[config.mk]
export PLATFORM = sky130hd
export DESIGN_NAME = timer_sched
export DESIGN_NICKNAME = d
export VERILOG_FILES = /design/src/rtl/timer_sched.sv
export SDC_FILE = /design/constraint.sdc
export NUM_CORES = 1
export LEC_CHECK = 0
export CORE_ASPECT_RATIO = 1.2
export CORE_MARGIN = 5
export CORE_UTILIZATION = 45
export CTS_BUF_LIST = sky130_fd_sc_hd__clkbuf_16
export CTS_CLUSTER_DIAMETER = 50
export DETAILED_ROUTE_END_ITERATION = 8
export PLACE_DENSITY = 0.8
export SYNTH_ARGS = -nofsm -noshare
export SYNTH_HDL_FRONTEND = slang
export SYNTH_SLANG_ARGS = --single-unit
[constraint.sdc]
create_clock -name clk -period 5.4 [get_ports clk]
set_clock_uncertainty 0.1 [all_clocks]
set_input_delay 1.08 -clock clk [delete_from_list [all_inputs] [get_ports clk]]
set_output_delay 1.08 -clock clk [all_outputs]
set_load 0.005 [all_outputs]
[src/rtl/timer_sched.sv]
// timer_sched: programmable down-count timer controller.
//
// Counts a WIDTH-bit value down to zero. One count step occurs every (pre_div+1)
// clk cycles. Supports one-shot and auto-reload (periodic) modes, pause, and
// abort. Every output is a flop.
//
// Ports:
//   clk       system clock, rising edge
//   rst       asynchronous reset, active low
//   start     latch configuration and (re)start the timer
//   stop      abort and return to idle (highest priority)
//   pause     level; freezes the timer while high in run/pause
//   periodic  mode latched at start: 1 auto-reload, 0 one-shot
//   load_val  initial and reload count, latched at start
//   pre_div   prescaler divide value, latched at start
//   count     current count value
//   state     0 idle, 1 run, 2 pause, 3 done
//   busy      state is run or pause
//   done      state is done
//   tick      single-cycle pulse on terminal count
module timer_sched #(
   parameter int unsigned WIDTH     = 8,
   parameter int unsigned PRE_WIDTH = 4
) (
   input  logic                 clk,
   input  logic                 rst,
   input  logic                 start,
   input  logic                 stop,
   input  logic                 pause,
   input  logic                 periodic,
   input  logic [WIDTH-1:0]     load_val,
   input  logic [PRE_WIDTH-1:0] pre_div,
   output logic [WIDTH-1:0]     count,
   output logic [1:0]           state,
   output logic                 busy,
   output logic                 done,
   output logic                 tick
);

   typedef enum logic [1:0] {
      StIdle  = 2'd0,
      StRun   = 2'd1,
      StPause = 2'd2,
      StDone  = 2'd3
   } state_e;

   state_e               st;
   logic [PRE_WIDTH-1:0] presc;
   logic [PRE_WIDTH-1:0] pdiv;
   logic [WIDTH-1:0]     reload;
   logic                 mode;

   assign state = st;

   always_ff @(posedge clk or negedge rst) begin
      if (!rst) begin
         st     <= StIdle;
         count  <= '0;
         presc  <= '0;
         pdiv   <= '0;
         reload <= '0;
         mode   <= 1'b0;
         tick   <= 1'b0;
         busy   <= 1'b0;
         done   <= 1'b0;
      end else if (stop) begin
         st    <= StIdle;
         count <= '0;
         presc <= '0;
         tick  <= 1'b0;
         busy  <= 1'b0;
         done  <= 1'b0;
      end else if (start) begin
         count  <= load_val;
         reload <= load_val;
         pdiv   <= pre_div;
         mode   <= periodic;
         presc  <= '0;
         if (load_val == '0) begin
            // Zero load is an immediate terminal count.
            tick <= 1'b1;
            if (periodic) begin
               st   <= StRun;
               busy <= 1'b1;
               done <= 1'b0;
            end else begin
               st   <= StDone;
               busy <= 1'b0;
               done <= 1'b1;
            end
         end else begin
            tick <= 1'b0;
            st   <= StRun;
            busy <= 1'b1;
            done <= 1'b0;
         end
      end else begin
         tick <= 1'b0;
         case (st)
            StRun: begin
               if (pause) begin
                  // Entering pause freezes count and prescaler; no step this edge.
                  st <= StPause;
               end else if (presc == pdiv) begin
                  presc <= '0;
                  if (count > WIDTH'(1)) begin
                     count <= count - 1'b1;
                  end else if (count == WIDTH'(1)) begin
                     count <= '0;
                     tick  <= 1'b1;
                     if (!mode) begin
                        st   <= StDone;
                        busy <= 1'b0;
                        done <= 1'b1;
                     end
                  end else begin
                     // Only reachable in periodic mode: reload after terminal count.
                     count <= reload;
                     tick  <= (reload == '0);
                  end
               end else begin
                  presc <= presc + 1'b1;
               end
            end
            StPause: begin
               if (!pause) st <= StRun;
            end
            default: begin
            end
         endcase
      end
   end

endmodule

# Word level (Yosys, flattened, before mapping)
# Index checks and enable logic that the tools add are counted.
classes:
  addsub: 2
  order_cmp: 1
  n_eq_ne: 12
  mux: 51
  n_bitwise: 1
  reduce_logical: 11
op_table:
  columns: ["cell", "n"]
  rows:
  - ["$mux W8", 7]
  - ["$mux W1", 28]
  - ["$mux W2", 10]
  - ["$mux W4", 5]
  - ["$ne A5 B5 Y1 const B", 4]
  - ["$logic_not A8 Y1", 2]
  - ["$reduce_and A6 Y1", 2]
  - ["$ne A3 B3 Y1 const B", 3]
  - ["$reduce_bool A3 Y1", 3]
  - ["$eq A8 B1 Y1 const B", 1]
  - ["$gt A8 B1 Y1 const B", 1]
  - ["$sub A8 B1 Y8 const B", 1]
  - ["$add A4 B1 Y4 const B", 1]
  - ["$eq A4 B4 Y1", 1]
  - ["$ne A4 B4 Y1 const B", 1]
  - ["$pmux W2 S2", 1]
  - ["$reduce_and A2 Y1", 2]
  - ["$reduce_bool A4 Y1", 1]
  - ["$reduce_and A3 Y1", 1]
  - ["$eq A2 B1 Y1 const B", 1]
  - ["$eq A2 B2 Y1 const B", 1]
  - ["$not A1 Y1", 1]
word_totals:
  reg_bits: 30
  input_bits: 18
  out_inout_bits: 13
  word_cells: 87

# Depth between registers and ports, before layout
# Gate-level depths: netlist (run 1).
depth:
  ltp_word: 8
  ltp_mapped: 7
  ltp_nobuf: 7

# Worst setup path after synthesis (run 1)
# OpenSTA, ideal clock, no wires.
synth_timing:
  path_type: "input -> register"
  start: "in start"
  end: "reg st[0] (netlist: state[0])"
  setup_time_ps: 125
  arrival_time_ps: 2202
  t_required_ps: 5175
  setup_slack_ps: 2973
  cell_stages: 5
  path_buffers: 1
  cell_sequence: "clkbuf_1 -> nor2_1 -> nand2_1 -> a31oi_1 -> mux2_2"
synth_between:
  elab_chain_cells: 2
  word_cells_on_any_way: 9
  cone_classes: "eq/ne (5); mux (2); reduce/logical (2)"
synth_lines:
  columns: ["element", "line_no", "rtl"]
  rows:
  - ["from (decl)", "27", "input logic start,"]
  - ["$ne A5 B5 Y1 (no line) (tied with other cells)", null, null]
  - ["$reduce_and A6 Y1 (no line) / $mux W2 (equally long branches)", null, null]
  - ["to (signal assigned)", "57", "st <= StIdle;"]
  - ["to (signal assigned)", "67", "st <= StIdle;"]
  - ["to (signal assigned)", "83", "st <= StRun;"]
  - ["to (decl)", "47", "state_e st;"]
# Several ways; a longest one is shown, not always the timed one.
# A chain may end at the register's enable or synchronous reset.

# Worst setup path after layout (run 1)
layout_timing:
  start: "in start"
  end: "reg count[6]"
layout_between:
  elab_chain_cells: 2
  word_cells_on_any_way: 6
  cone_classes: "eq/ne (1); mux (2); reduce/logical (3)"
layout_lines:
  columns: ["element", "line_no", "rtl"]
  rows:
  - ["$ne A3 B3 Y1 (no line) (tied with other cells)", null, null]
  - ["$reduce_and A3 Y1 (no line) / $mux W8 (equally long branches)", null, null]
  - ["to (signal assigned)", "74", "count <= load_val;"]
  - ["to (signal assigned)", "107", "count <= count - 1'b1;"]
  - ["to (signal assigned)", "118", "count <= reload;"]
  - ["to (decl)", "33", "output logic [WIDTH-1:0] count,"]
# Several ways; a longest one is shown, not always the timed one.

==> impl_metrics.yaml, run 1 <==
logic_synthesis:
  ys_ff_latch: 30
  synthSimpleGateAreaFrac_pct: 26.52
  synth_top_family_by_area: "simple AND/OR/NAND/NOR gates"
  synth_top_flop_cell: "dfrtp_1"
  synth_top_area_share_pct: 43.96
  syn_area_um2: 1708
  yosysSeqAreaShare_pct: 43.96
  synth-edff-count: 0
  synth_mux_area_share_pct: 1.905
  avgSynthCellArea_um2: 8.497
  synth_area_leaders: "dfrtp_1 (44%), nand2_1 (9.7%), nor2_1 (4.0%)"
  ys_warn_count: 0
  synth-adder-area-share_pct: 3.663
  yosysUniqueCellTypes: 41
  synth_nets: 224
  synthCells: 201
  ys_async_sr_fraction_pct: 100.0
  synth-xor-area-share_pct: 2.564
  synth_compound_area_share_pct: 18.24
  synth_top_cell_by_area: "dfrtp_1"
floorplan:
  die_y_um: 77.49
  io_pins: 31
  die_w_um: 66.24
  coreArea_um2: 3664
  dieArea_um2: 5133
  start_util_pct: 46.62
  num_rows: 24
power_and_ir_drop:
  finalPower_uw: 678.9
  power_density_nw_per_um2: 308.8
  peakVddDrop_v: 0.0001528
  p_leak_nw: 0.9482
detailed_routing:
  drt_first_iter_violations: 79
  wl_um: 4332
  num_vias: 1648
  wl_per_cell_um: 15.15
  drc_errors: 0
  vias_per_cell: 5.762
  final_antenna_net_count: 0
  first_pass_iters: 4
run:
  cap_violations: 0
setup_path:
  crit_path_start_kind: "primary input"
  crit_fanout: 13
  worst_setup_path_end_kind: "flop"
  required_ps: 5520
  reg2reg_slack_ps: 3110
  critPathKind: "primary input to flop"
  cp_data_arrival_time_ps: 3050
  reg2reg_from: "count[0]$_DFFE_PN0P_"
  reg2reg_depth: 5
  r2r-end: "state[1]$_DFFE_PN0P_"
cells_and_area:
  fillers: 338
  diodes: 0
  final_cell_mix: "nand2_1 (44), dfrtp_1 (30), clkdlybuf4s50_1 (30)"
  nets: 256
  fin_cells: 286
  area_growth_pct: 28.72
  final_common_cell: "nand2_1"
  drive_above_1_share_pct: 6.410
timing:
  setup_viol: 0
  hold_viol: 0
  finalCriticalPeriod_ps: 2932
  setup-tns-final_ps: 0
  max_freq_mhz: 341.0
  rsz0062_at_grt: "no"
  relSlewSlack_pct: 44.80
  finalMaxSlewViolations: 0
  worstMarginPinSlew_ps: 824.9
  timing.final.crit_share_pct: 54.31
global_route:
  overflow: 0
  grt_first_pass_wirelength_um: 7555
  grt_max_degree: 31
  grt_usage_pct: 18.92
  antenna_found_initial: 0
  first_global_vias: 1609
worst_hold_path:
  hold_start: "pdiv[2]$_DFFE_PN0P_"
  whs_path_depth: 2
  holdPathEnd: "pdiv[2]$_DFFE_PN0P_"
  hold_class: "flop to flop"
clocking:
  cts_buffer_depth: 2
  post_cts_resized: 0
  clk_pin_slew_worst_paths_ps: 50
  insertion_delay_ps: 280
  numCtsBuffers: 5
  post_cts_buffers: 0
  clock_tree.root_cell: "clkbuf_16"
  holdBufCountCts: 0
  cts_sinks: 30
  cts_tree: "built"
  cts_max_level: 2
placed_design:
  portBuffers: 30
  gp_congestion: 0.8926
  hpwl_um: 3097
  dp_cells: 278
status:
  status: "complete, no violations"
## per-layer routing
layer	global-route usage, %	up-vias	wire length (µm)
met5	0	-	0
met3	5.058	10	447
li1	-	786	-
met4	9.146	0	89
met2	28.90	84	1997
met1	24.56	768	1798
## worst max-delay path by stage
| stage | to | start | cells after the start |
|---|---|---|---|
| after floorplan | state[0]$_DFFE_PN0P_ | start | 5 |
| after global placement | count[6]$_DFFE_PN0P_ | start | 6 |
| after detailed placement | count[6]$_DFFE_PN0P_ | start | 6 |
| after CTS | count[6]$_DFFE_PN0P_ | start | 6 |
| after global routing | count[6]$_DFFE_PN0P_ | start | 6 |
| final | count[6]$_DFFE_PN0P_ | start | 6 |
## through the flow
stage	setup WS [ps]	util [%]	hold slack, ps	area, µm²
finish	2468	60.01	395.1	2198
global route	2245	60.01	419.5	2198
CTS	2452	60.01	386.4	2198
detailed placement	2188	56.15	373.1	2057
global placement	2186	56.15	371.7	2057
floorplan	2973	-	347.1	1708
## critical path, stage by stage
cell             delay (ps)
clkdlybuf4s50_1         640
inv_1                   160
nor2_1                  670
nand2_1                 210
o211ai_1                150
o21a_1                  140
## report_power, final
part | switching [mW] | internal (mW)
clock network | 0.0994 | 0.168
logic | 0.0720 | 0.0678
registers | 0.0258 | 0.246
## synth_stat cells, drive strengths merged (3+ instances only)
cell and count:
nand2 44, o21ai 14, o211ai 3, nor2 18, inv 8, clkbuf 5, xnor2 5, nor3 6
a21oi 13, a31oi 4, dfrtp 30, ha 5, nand2b 5, or4 5, nor4 4
## cells by family after synthesis
kind of cell	after synthesis
AND/OR/NAND/NOR	95
AO/OA/AOI/OAI	49
flip-flops	30
buffers and inverters	14
XOR/XNOR	5
adder cells (fa/ha/maj)	5
multiplexers	3
## registers in the layout (all words and copies together) (netlist names)
signal / flops
pdiv: 4
busy: 1
presc: 4
tick: 1
state: 2
count: 8
mode: 1
reload: 8
done: 1
## cell type report
class	instances	area [µm²]	share of cell area (%)
Timing Repair Buffer	31	307.8	14.00
Multi-Input combinational cell	157	903.4	41.09
Inverter	8	30.03	1.366
Clock inverter	3	16.27	0.7399
Tap cell	52	65.06	2.960
Sequential cell	30	750.7	34.15
Clock buffer	5	125.1	5.692
Note: power is estimated with default switching activity, not from simulation.
==> inputs of run 2 (changes only) <==
Clock period 5.4 ns to 2.7 ns, I/O delays scaled along.
==> impl_metrics.yaml, run 2 (synthesized netlist as in run 1, its figures left out) <==
detailed_routing:
  drt_first_iter_violations: 81
  first_pass_iters: 4
  final_antenna_net_count: 0
  wl_um: 4273
  drc_errors: 0
  vias_per_cell: 5.629
  num_vias: 1638
  wl_per_cell_um: 14.68
clocking:
  cts_sinks: 30
  clk_pin_slew_worst_paths_ps: 50
  post_cts_resized: 0
  numCtsBuffers: 5
  post_cts_buffers: 0
  cts_buffer_depth: 2
  clock_tree.root_cell: "clkbuf_16"
  cts_max_level: 2
  insertion_delay_ps: 270
  holdBufCountCts: 0
  cts_tree: "built"
timing:
  finalMaxSlewViolations: 0
  hold_viol: 0
  timing.final.crit_share_pct: 87.46
  timing.hold.ws_ps: 390.8
  finalWorstSetupSlack_ps: 338.7
  setup-tns-final_ps: 0
  worstMarginPinSlew_ps: 668.9
  rsz0062_at_grt: "no"
  setup_viol: 0
  relSlewSlack_pct: 54.99
  max_freq_mhz: 423.5
  finalCriticalPeriod_ps: 2361
floorplan:
  io_pins: 31
  die_y_um: 77.49
  coreArea_um2: 3664
  num_rows: 24
  start_util_pct: 46.62
  die_w_um: 66.24
  dieArea_um2: 5133
cells_and_area:
  final_common_cell: "nand2_1"
  fillers: 344
  top_regs: "count: 8 flops, reload: 8 flops"
  diodes: 0
  drive_above_1_share_pct: 7.950
  fin_cells: 291
  area_growth_pct: 30.70
  ff_latch_area_um2: 750.7
  final_cell_mix: "nand2_1 (44), dfrtp_1 (30), clkdlybuf4s50_1 (30)"
  nets: 261
  multi_input_area_um2: 903.4
run:
  cap_violations: 0
placed_design:
  hpwl_um: 3093
  dp_cells: 283
  dpl_worst_slack_ps: 305.6
  portBuffers: 30
  gp_congestion: 0.9055
setup_path:
  cp_slowest_stage_delay_ps: 530
  reg2reg_from: "count[1]$_DFFE_PN0P_"
  cp_slowest_cell: "or3b_2"
  crit_path_start_kind: "flop"
  path_cells: "inv_1 -> ha_1 -> or3b_2 -> nor3_1 -> a31oi_1 -> mux2_2"
  crit_fanout: 7
  required_ps: 2760
  worst_setup_path_end_kind: "flop"
  reg2reg_slack_ps: 340
  critPathKind: "flop to flop"
  cp_data_arrival_time_ps: 2420
  startpoint: "count[1]$_DFFE_PN0P_"
global_route:
  first_global_vias: 1468
  antenna_found_initial: 0
  overflow: 0
  grt_usage_pct: 17.75
  grt_first_pass_wirelength_um: 7072
  grt_max_degree: 31
worst_hold_path:
  hold_class: "flop to flop"
  hold_start: "pdiv[1]$_DFFE_PN0P_"
power_and_ir_drop:
  peakVddDrop_v: 0.0003670
  power_density_nw_per_um2: 601.6
  p_leak_nw: 0.9785
status:
  status: "complete, no violations"
## run 2: changes by cell type in the layout (fill, tap and decap cells not counted), sizes merged
cell and delta:
buf +5, clkinvlp -1, inv +1
## run 2: final timing paths
path / endpoint / cells past startpoint
worst max-delay path: state[0]$_DFFE_PN0P_ / 6
worst min-delay path: pdiv[1]$_DFFE_PN0P_ / 2
worst max register to register: state[0]$_DFFE_PN0P_ / 6
worst min register to register: pdiv[1]$_DFFE_PN0P_ / 2
max in group asynchronous: count[6]$_DFFE_PN0P_ / 2
min in group asynchronous: count[0]$_DFFE_PN0P_ / 2
## run 2: report_power, final
| group | internal [mW] | switching, mW |
|---|---|---|
| combinational | 0.141 | 0.144 |
| sequential | 0.493 | 0.0514 |
| clock | 0.332 | 0.181 |
| total | 0.966 | 0.377 |
## run 2: layout make-up
cell class / count / area share [%]
timing repair buffer: 36 / 15.47
tap: 52 / 2.915
multi-input combinational: 157 / 40.47
sequential: 30 / 33.63
clock inverter: 3 / 0.5605
clock buffer: 5 / 5.605
inverter: 8 / 1.345
## run 2: metal layers
layer | global-route usage (%) | wire length (µm) | part of all wire [%] | vias to the layer above
li1 | - | - | - | 798
met1 | 23.71 | 1812 | 42 | 763
met2 | 27.21 | 2045 | 48 | 71
met3 | 4.191 | 344 | 8.1 | 6
met4 | 7.724 | 70 | 1.6 | 0
met5 | 0 | 0 | 0 | -
## run 2: critical path: cells and delay by family (launching register included)
kind                       cells  cell delay [ps]
buffers and inverters          1              110
muxes                          1              300
and+or+nand+nor                2              840
DFF                            1              450
AOI/OAI and AO/OA              1              190
adders and majority gates      1              260
## run 2: metrics by stage
step,instance area (µm²),total power [mW],utilization (%)
2_1_floorplan,1708,0.7076,-
3_3_place_gp,2095,0.8251,57.17
3_5_place_dp,2095,0.8304,57.17
4_1_cts,2232,1.348,60.93
5_1_grt,2232,1.414,60.93
6_report,2232,1.343,60.93
